### config.mk
export PLATFORM = sky130hd
export DESIGN_NAME = chao_entropy_packer
export DESIGN_NICKNAME = d
export VERILOG_FILES = /design/src/rtl/chao_entropy_packer.sv
export SDC_FILE = /design/constraint.sdc
export NUM_CORES = 1
export LEC_CHECK = 0
export ABC_CLOCK_PERIOD_IN_PS = 3600
export CORE_ASPECT_RATIO = 1.4
export CORE_MARGIN = 2
export CORE_UTILIZATION = 50
export DETAILED_ROUTE_END_ITERATION = 10
export PLACE_DENSITY_LB_ADDON = 0.25
export RECOVER_POWER = 100
export SYNTH_ARGS = -nofsm -noshare
export SYNTH_HDL_FRONTEND = slang
export SYNTH_SLANG_ARGS = --single-unit
### constraint.sdc
create_clock -name i_clk -period 3.6 [get_ports i_clk]
set_input_delay 0.36 -clock i_clk [delete_from_list [all_inputs] [get_ports i_clk]]
set_output_delay 0.36 -clock i_clk [all_outputs]
set_load 0.02 [all_outputs]
### src/rtl/chao_entropy_packer.sv
// chao_entropy_packer
//
// Packs raw 4-bit entropy samples from a chaotic extractor into OUT_WIDTH-bit
// random words and runs two continuous health tests on the accepted samples:
// a repetition count test (RCT) and an adaptive proportion test (APT). A
// health failure raises a sticky alarm that blocks output until cleared.
//
// Ports
//   i_clk        : clock for all logic
//   i_reset_n    : asynchronous assert, synchronous release, active-low reset
//   i_en         : global enable; 0 freezes collection and health counters
//   i_dat        : raw entropy nibble
//   i_valid      : i_dat carries a new sample this cycle
//   o_rnd        : packed random word
//   o_rnd_valid  : o_rnd holds a word
//   i_rnd_ready  : consumer takes o_rnd
//   o_alarm      : sticky health-test failure
//   i_alarm_clr  : single-cycle alarm clear (only acts in ALARM)
//   o_state      : debug view of the FSM state (COLLECT/STALL/ALARM)
//
// Output handshake: a word transfers on every clock edge where
// o_rnd_valid=1 and i_rnd_ready=1. While o_rnd_valid=1 and no transfer has
// happened, o_rnd is held stable. i_rnd_ready is ignored while o_rnd_valid=0.
module chao_entropy_packer #(
  parameter int OUT_WIDTH  = 32,
  parameter int RCT_CUTOFF = 8,
  parameter int APT_WINDOW = 64,
  parameter int APT_CUTOFF = 24
) (
  input  logic                 i_clk,
  input  logic                 i_reset_n,
  input  logic                 i_en,
  input  logic [3:0]           i_dat,
  input  logic                 i_valid,
  output logic [OUT_WIDTH-1:0] o_rnd,
  output logic                 o_rnd_valid,
  input  logic                 i_rnd_ready,
  output logic                 o_alarm,
  input  logic                 i_alarm_clr,
  output logic [1:0]           o_state
);

  localparam int NIBBLES = OUT_WIDTH / 4;
  localparam int NW      = (NIBBLES > 1) ? $clog2(NIBBLES) : 1;
  localparam int RW      = $clog2(RCT_CUTOFF + 1);
  localparam int AW      = $clog2(APT_CUTOFF + 1);
  localparam int IW      = (APT_WINDOW > 1) ? $clog2(APT_WINDOW) : 1;

  localparam logic [1:0] COLLECT = 2'd0;
  localparam logic [1:0] STALL   = 2'd1;
  localparam logic [1:0] ALARM   = 2'd2;

  logic [1:0]           state;
  // Only the low OUT_WIDTH-4 bits of the shift register can ever reach a
  // completed word: the top nibble is shifted out on the completing sample.
  logic [OUT_WIDTH-5:0] sr;
  logic [NW-1:0]        nib_cnt;
  logic [OUT_WIDTH-1:0] held;

  logic [RW-1:0]        rct_cnt;   // 0 means no previous accepted sample
  logic [3:0]           rct_prev;
  logic [AW-1:0]        apt_cnt;
  logic [IW-1:0]        apt_idx;   // position of the next sample in the window
  logic [3:0]           apt_ref;

  logic                 accept;
  logic                 handshake;
  logic [OUT_WIDTH-1:0] shifted;
  logic                 last_nib;
  logic [RW-1:0]        rct_next;
  logic                 apt_first;
  logic [AW-1:0]        apt_next;
  logic [IW-1:0]        apt_idx_next;
  logic                 trigger;
  logic                 load_out;
  logic                 to_stall;

  always_comb begin
    accept       = i_en && i_valid && (state == COLLECT);
    handshake    = o_rnd_valid && i_rnd_ready;
    shifted      = {sr, i_dat};
    last_nib     = (nib_cnt == NW'(NIBBLES - 1));

    rct_next     = ((rct_cnt != '0) && (i_dat == rct_prev)) ? rct_cnt + RW'(1) : RW'(1);

    apt_first    = (apt_idx == '0);
    apt_next     = apt_first ? AW'(1)
                 : (i_dat == apt_ref) ? apt_cnt + AW'(1) : apt_cnt;
    apt_idx_next = (apt_idx == IW'(APT_WINDOW - 1)) ? '0 : apt_idx + IW'(1);

    // A failing sample never completes a word.
    trigger      = accept && ((rct_next == RW'(RCT_CUTOFF)) || (apt_next == AW'(APT_CUTOFF)));
    load_out     = accept && !trigger && last_nib && (!o_rnd_valid || handshake);
    to_stall     = accept && !trigger && last_nib && o_rnd_valid && !handshake;
  end

  always_ff @(posedge i_clk or negedge i_reset_n) begin
    if (!i_reset_n) begin
      state       <= COLLECT;
      sr          <= '0;
      nib_cnt     <= '0;
      held        <= '0;
      o_rnd       <= '0;
      o_rnd_valid <= 1'b0;
      o_alarm     <= 1'b0;
      rct_cnt     <= '0;
      rct_prev    <= '0;
      apt_cnt     <= '0;
      apt_idx     <= '0;
      apt_ref     <= '0;
    end else begin
      case (state)
        COLLECT: begin
          if (handshake) o_rnd_valid <= 1'b0;
          if (accept) begin
            rct_cnt  <= rct_next;
            rct_prev <= i_dat;
            apt_cnt  <= apt_next;
            apt_idx  <= apt_idx_next;
            if (apt_first) apt_ref <= i_dat;
            if (trigger) begin
              // Health failure: drop everything in flight, including any
              // word still sitting on the output.
              state       <= ALARM;
              o_alarm     <= 1'b1;
              o_rnd_valid <= 1'b0;
              sr          <= '0;
              nib_cnt     <= '0;
              held        <= '0;
            end else begin
              sr      <= shifted[OUT_WIDTH-5:0];
              nib_cnt <= last_nib ? '0 : nib_cnt + NW'(1);
              if (load_out) begin
                o_rnd       <= shifted;
                o_rnd_valid <= 1'b1;
              end else if (to_stall) begin
                held  <= shifted;
                state <= STALL;
              end
            end
          end
        end
        STALL: begin
          // o_rnd_valid stays high: the held word replaces the one consumed.
          if (handshake) begin
            o_rnd <= held;
            held  <= '0;
            state <= COLLECT;
          end
        end
        ALARM: begin
          // A trigger can only occur in COLLECT and a clear only acts here,
          // so a same-cycle trigger always leaves the alarm set.
          if (i_alarm_clr) begin
            state    <= COLLECT;
            o_alarm  <= 1'b0;
            sr       <= '0;
            nib_cnt  <= '0;
            held     <= '0;
            rct_cnt  <= '0;
            rct_prev <= '0;
            apt_cnt  <= '0;
            apt_idx  <= '0;
            apt_ref  <= '0;
          end
        end
        default: state <= COLLECT;
      endcase
    end
  end

  assign o_state = state;

endmodule

### After elaboration in Yosys (flattened, before gate mapping)

Cells that the tools add are included.

* input bits: 10
* register bits: 122

* add/sub/neg operators: 4
* reductions and logical operators: 27
* equal/unequal tests: 17
* muxes and demuxes: 54

Operators with widths (number)
* 2-to-1 mux 32 bit: 10
* one-hot mux 32 bit (3 select lines): 1
* 2-to-1 mux 28 bit: 3
* one-hot mux 32 bit (2 select lines): 1
* one-hot mux 28 bit (2 select lines): 1
* 2-to-1 mux 4 bit: 6
* one-hot mux 4 bit (2 select lines): 3
* 2-to-1 mux 5 bit: 4
* 2-to-1 mux 6 bit: 3
* != test 2 bit, second input constant: 7
* 2-to-1 mux 2 bit: 6
* 2-to-1 mux 3 bit: 4
* one-hot mux 6 bit (2 select lines): 1
* logical AND 1 bit: 10
* one-hot mux 5 bit (2 select lines): 1
* AND reduction 5 bit: 2
* equality test 4 bit: 2
* AND reduction 4 bit: 2
* 2-to-1 mux 1 bit: 7
* adder 6 x 1 -> 6 bit, second input constant: 1
* equality test 6 bit, second input constant: 1
* logical NOT 6 bit: 1
* != test 3 bit, second input constant: 2
* one-hot mux 2 bit (3 select lines): 1
* 18 further kinds: 22

### Logic depth before layout (Yosys ltp)

* depth after elaboration: 16
* depth in mapped cells: 9
* gate-level depth less buffers: 8

### Least setup slack after synthesis

OpenSTA, ideal clock, no wires.

* kind: input port to flip-flop
* start: input i_dat[1]
* end: register held[10]
* path buffers: 2
* data required time: 3521 ps
* arrival time: 2921 ps
* path slack: 600 ps
* stages on the path: 9
* path through: buf_2 > xor2_1 > nor4_4 > mux2_4 > a221oi_2 > o21ai_1 > a2111oi_4 > buf_6 > mux2i_1

* word-level cells in the longest chain between the ends: 13

RTL lines
* from (decl): line 33 `input logic [3:0] i_dat,`
* equality test 4 bit, on equally long branches: line 88, 84
* 2-to-1 mux 5 bit or logical AND 1 bit (tied branches): line 88, 84
* 2-to-1 mux 5 bit or 2-to-1 mux 4 bit (tied branches): line 87, 84
* equality test 5 bit or equality test 4 bit (tied branches): line 92 `trigger = accept && ((rct_next == RW'(RCT_CUTOFF)) || (apt_next == AW'(APT_CUTOFF)));`
* logical OR 1 bit *: line 92
* logical AND 1 bit *: line 92
* logical NOT 1 bit: line 93, 94
* logical AND 1 bit (2 in a row): line 93, 94
* logical AND 1 bit (2 in a row): line 94 `to_stall = accept && !trigger && last_nib && o_rnd_valid && !handshake;`
* != test 3 bit (no source line)
* AND reduction 6 bit (no source line)
* to (signal assigned): line 137 `held <= shifted;`
* to (decl): line 58 `logic [OUT_WIDTH-1:0] held;`

Mark *: on every way between the ends. The rest lies on a longest branch, timed or not. The select of a mux whose other input is x is not followed.
A chain may end at the register's enable or synchronous reset.

### Worst setup path after layout

* start: input i_dat[1]
* end: register held[8]

The elaborated chain is that of the path after synthesis.

==> results.tsv <==
stage	metric	value	unit
clock_network	clock tree from TritonCTS	yes	
logic_synthesis	Top FF cell, synth	dfrtp_1	
clock_network	clk buf depth	2	
drt	final wirelength	11800	um
critical_path	required time at the worst-slack endpoint	3.93	ns
critical_path	Worst path slowest cell	clkdlybuf4s50_1	
timing	unrepaired setup endpoints after global routing	false	
layout	fin nets	572	
drt	ANT nets after route	0	
global_routing	global-route wire length before repair	20200	um
clock_network	Reg clk slew, reported paths	0.06	ns
drt	DRT Pass-1 Iters	6	
job	max-cap viol count	2	
global_routing	largest net degree at the start of global routing	63	
pwr	total chip power	3.87	mW
logic_synthesis	Mean Syn Cell Area	11.6	um^2
pwr	pwr dens	553	nW/um^2
outcome	failing checks	max-capacitance violations, max-slew violations	
critical_path	startpoint types	input port	
timing	clk_skew	0.0102	ns
timing	final setup fails	0	
drt	DRT iter0 DRCs	228	
critical_path	Reg2Reg Depth	8	
critical_path	Setup CP Type	input port to register	
logic_synthesis	top-area cell type share of the netlist area	52.5	%
timing	Worst Tran Pin Value	1.55	ns
drt	drt drc	0	
critical_path	CP startpoint	i_dat[1]	
placement	GPL Wtd Cong	0.785	
logic_synthesis	largest area contributor in the netlist	dfrtp_1	
logic_synthesis	post-synthesis sequential area ratio	52.5	%
global_routing	GRT Residual Overflow	0	
logic_synthesis	Synth cell types	48	
critical_path	Top delay family on crit path	compound AO/OA/AOI/OAI gates	
logic_synthesis	Async S/R FF share, synth	100	%
critical_path	Arr. time, crit path	3.56	ns
placement	DP HPWL	7510	um
critical_path	Crit path depth	9	
clock_network	CTS Root Cell	clkbuf_16	
logic_synthesis	Mapped Nets	523	
timing	Fin. Hold Viols	0	
drt	Via Count	3954	
floorplanning	initial core utilization	51.3	%
timing	Final Max Slew Viols	124	
pwr	LEAKAGE	3.31	nW
timing	Fmax	309	MHz
layout	ant diodes	0	
drt	vias per cell	5.58	
critical_path	critical path capture point type	register	
critical_path	slowest stage delay, CP	0.48	ns
layout	area delta synth->final	20.3	%
critical_path	crit path cell chain	clkdlybuf4s50_1, xor2_1, nor4_4, mux2_4, a221oi_2, o21ai_0, a2111oi_4, buf_12, mux2i_1	
logic_synthesis	Syn Inst Count	502	
logic_synthesis	largest cells by area after synthesis	dfrtp_1 (53%), mux2_2 (10%), a22o_1 (5.7%)	
critical_path	Buf/Inv on CP	2	
global_routing	GRT Util Overall	20.5	%
clock_network	TritonCTS Sinks	122	
logic_synthesis	number of flops mapped to enable cells by yosys	0	
global_routing	antenna violations before repair	0	
timing	Slew HR	-3.56	%
critical_path	Reg2Reg Capture Point	held[8]$_DFFE_PN0P_	
timing	post-layout minimum cycle time	3.24	ns
layout	layout cell share with drive strength beyond 1	19.3	%
clock_network	CTS resizes	0	
clock_network	CTS Buf Count	17	
clock_network	Post-CTS Setup Bufs	0	
pwr	Worst IR Drop VDD	0.343	mV
floorplanning	Die H	132	um
critical_path	Reg2Reg Launch Point	apt_ref[2]$_DFFE_PN0P_	
clock_network	Clock Latency Late Sink	0.42	ns
logic_synthesis	Post-Syn Area	5810	um^2
timing	worst setup margin	0.365	ns
placement	PortBufs	45	
floorplanning	num rows	46	
clock_network	depth of the CTS H-tree	4	
critical_path	Worst Setup EP	held[8]$_DFFE_PN0P_	
floorplanning	I/O pin cnt	46	
outcome	outcome	finished with violations	
critical_path	Worst Path Max Fanout	32	
logic_synthesis	YS warnings	0	
critical_path	R2R setup slack	0.44	ns
drt	DR WL/cell	16.7	um
logic_synthesis	register bit total from synthesis	122	
global_routing	vias in the first global route	4015	
floorplanning	die area	12500	um^2
timing	Final Cycle Share	89.9	%
worst_hold_path	worst hold path type	input port to async pin	
timing	worst hold slack	0.335	ns
placement	Place WS	0.0457	ns
clock_network	Hold Buf Count CTS	0	
floorplanning	Core Area	11300	um^2
timing	setup tns final	0	ns
floorplanning	die width	95.1	um
## layer usage
metal / track usage (%) / up-vias / routed length, um
met5: 0 / - / 0
li1: - / 1854 / -
met4: 7.41 / 0 / 197
met2: 31.6 / 66 / 5810
met3: 4.99 / 20 / 373
met1: 27.9 / 2014 / 5420
## where the power goes
part | switching, mW | leakage [nW] | internal, mW
logic | 0.289 | 1.40 | 0.287
registers | 0.149 | 1.64 | 1.54
clock network | 0.638 | 0.276 | 0.967
total | 1.08 | 3.31 | 2.79
## area by class of cell
cell class                      count  area (um^2)
Fill cell                         887         4340
Sequential cell                   122         3050
Multi-Input combinational cell    307         2460
Timing Repair Buffer               60          574
Clock buffer                       18          439
Tap cell                          144          180
Inverter                           43          161
Clock inverter                     14          123
## kinds of logic (layout without fill, tap and decap cells)
logic type	Yosys count	after routing	share of synthesized area, %
AOI/OAI and AO/OA	93	93	12.3
DFF	122	122	52.5
xor gates and xnor gates	9	9	1.36
adders and majority gates	11	11	2.37
muxes	98	98	18.3
and+or+nand+nor	96	96	7.79
buffers and inverters	73	135	5.36
## flip-flops by register name, summed over array words and instances, names as in the netlist
signal       count
held            32
o_rnd           32
sr              28
apt_idx          6
apt_cnt          5
apt_ref          4
rct_cnt          4
rct_prev         4
nib_cnt          3
o_state          2
o_alarm          1
o_rnd_valid      1
## how the worst min path moves through the flow
| stage | cells after the start | end | start | slack [ns] |
|---|---|---|---|---|
| 6_report | 1 | o_rnd[26]$_DFFE_PN0P_ | i_reset_n | 0.33 |
| 3_5_place_dp | 1 | o_rnd[7]$_DFFE_PN0P_ | o_rnd[7]$_DFFE_PN0P_ | 0.48 |
| 4_1_cts | 1 | o_rnd[26]$_DFFE_PN0P_ | i_reset_n | 0.07 |
| 5_1_grt | 1 | o_rnd[26]$_DFFE_PN0P_ | i_reset_n | 0.49 |
| 3_3_place_gp | 2 | nib_cnt[1]$_DFFE_PN0P_ | nib_cnt[1]$_DFFE_PN0P_ | 0.47 |
| 2_1_floorplan | 0 | apt_cnt[0]$_DFFE_PN0P_ | i_reset_n | 0.06 |
## cell usage in the layout, fill, tap and decap left out, drive strengths merged, types with 2 or more instances in the layout
cell type	n
buf	12
inv	45
clkinv	9
nand2b	6
o211ai	2
and3	4
xnor2	2
xor2	7
o21ai	26
a211o	2
dfrtp	122
a22o	38
nor2	16
nand4	2
and3b	2
a21o	2
a21oi	4
dlygate4sd3	36
ha	11
nand2	50
a2111oi	2
clkdlybuf4s50	8
nor2b	4
mux2i	33
mux2	65
nand3	6
o31ai	4
a21boi	3
clkbuf	22
clkinvlp	2
nor4	3
## synthesized netlist by cell type, types with 2 or more instances
library cell,n
a211o_1,2
a21boi_0,3
a21o_1,2
a21oi_1,4
a22o_1,38
and3_1,4
and3b_1,2
buf_1,2
buf_2,6
buf_6,4
clkbuf_1,18
dfrtp_1,122
ha_1,11
inv_1,43
mux2_1,10
mux2_2,54
mux2i_1,33
nand2_1,50
nand2b_1,6
nand3_1,6
nand4_1,2
nor2_1,16
nor2b_1,4
o211ai_1,2
o21ai_0,24
o21ai_1,2
o31ai_1,4
xnor2_1,2
xor2_1,7
## metrics by stage
step / area, um^2 / cells / util [%]
floorplan: 5810 / 502 / -
global placement: 6460 / 676 / 57.0
detailed placement: 6460 / 676 / 57.0
CTS: 7030 / 708 / 62.0
global route: 7000 / 708 / 61.7
finish: 7000 / 708 / 61.7
Note: power is estimated with default switching activity, not from simulation.
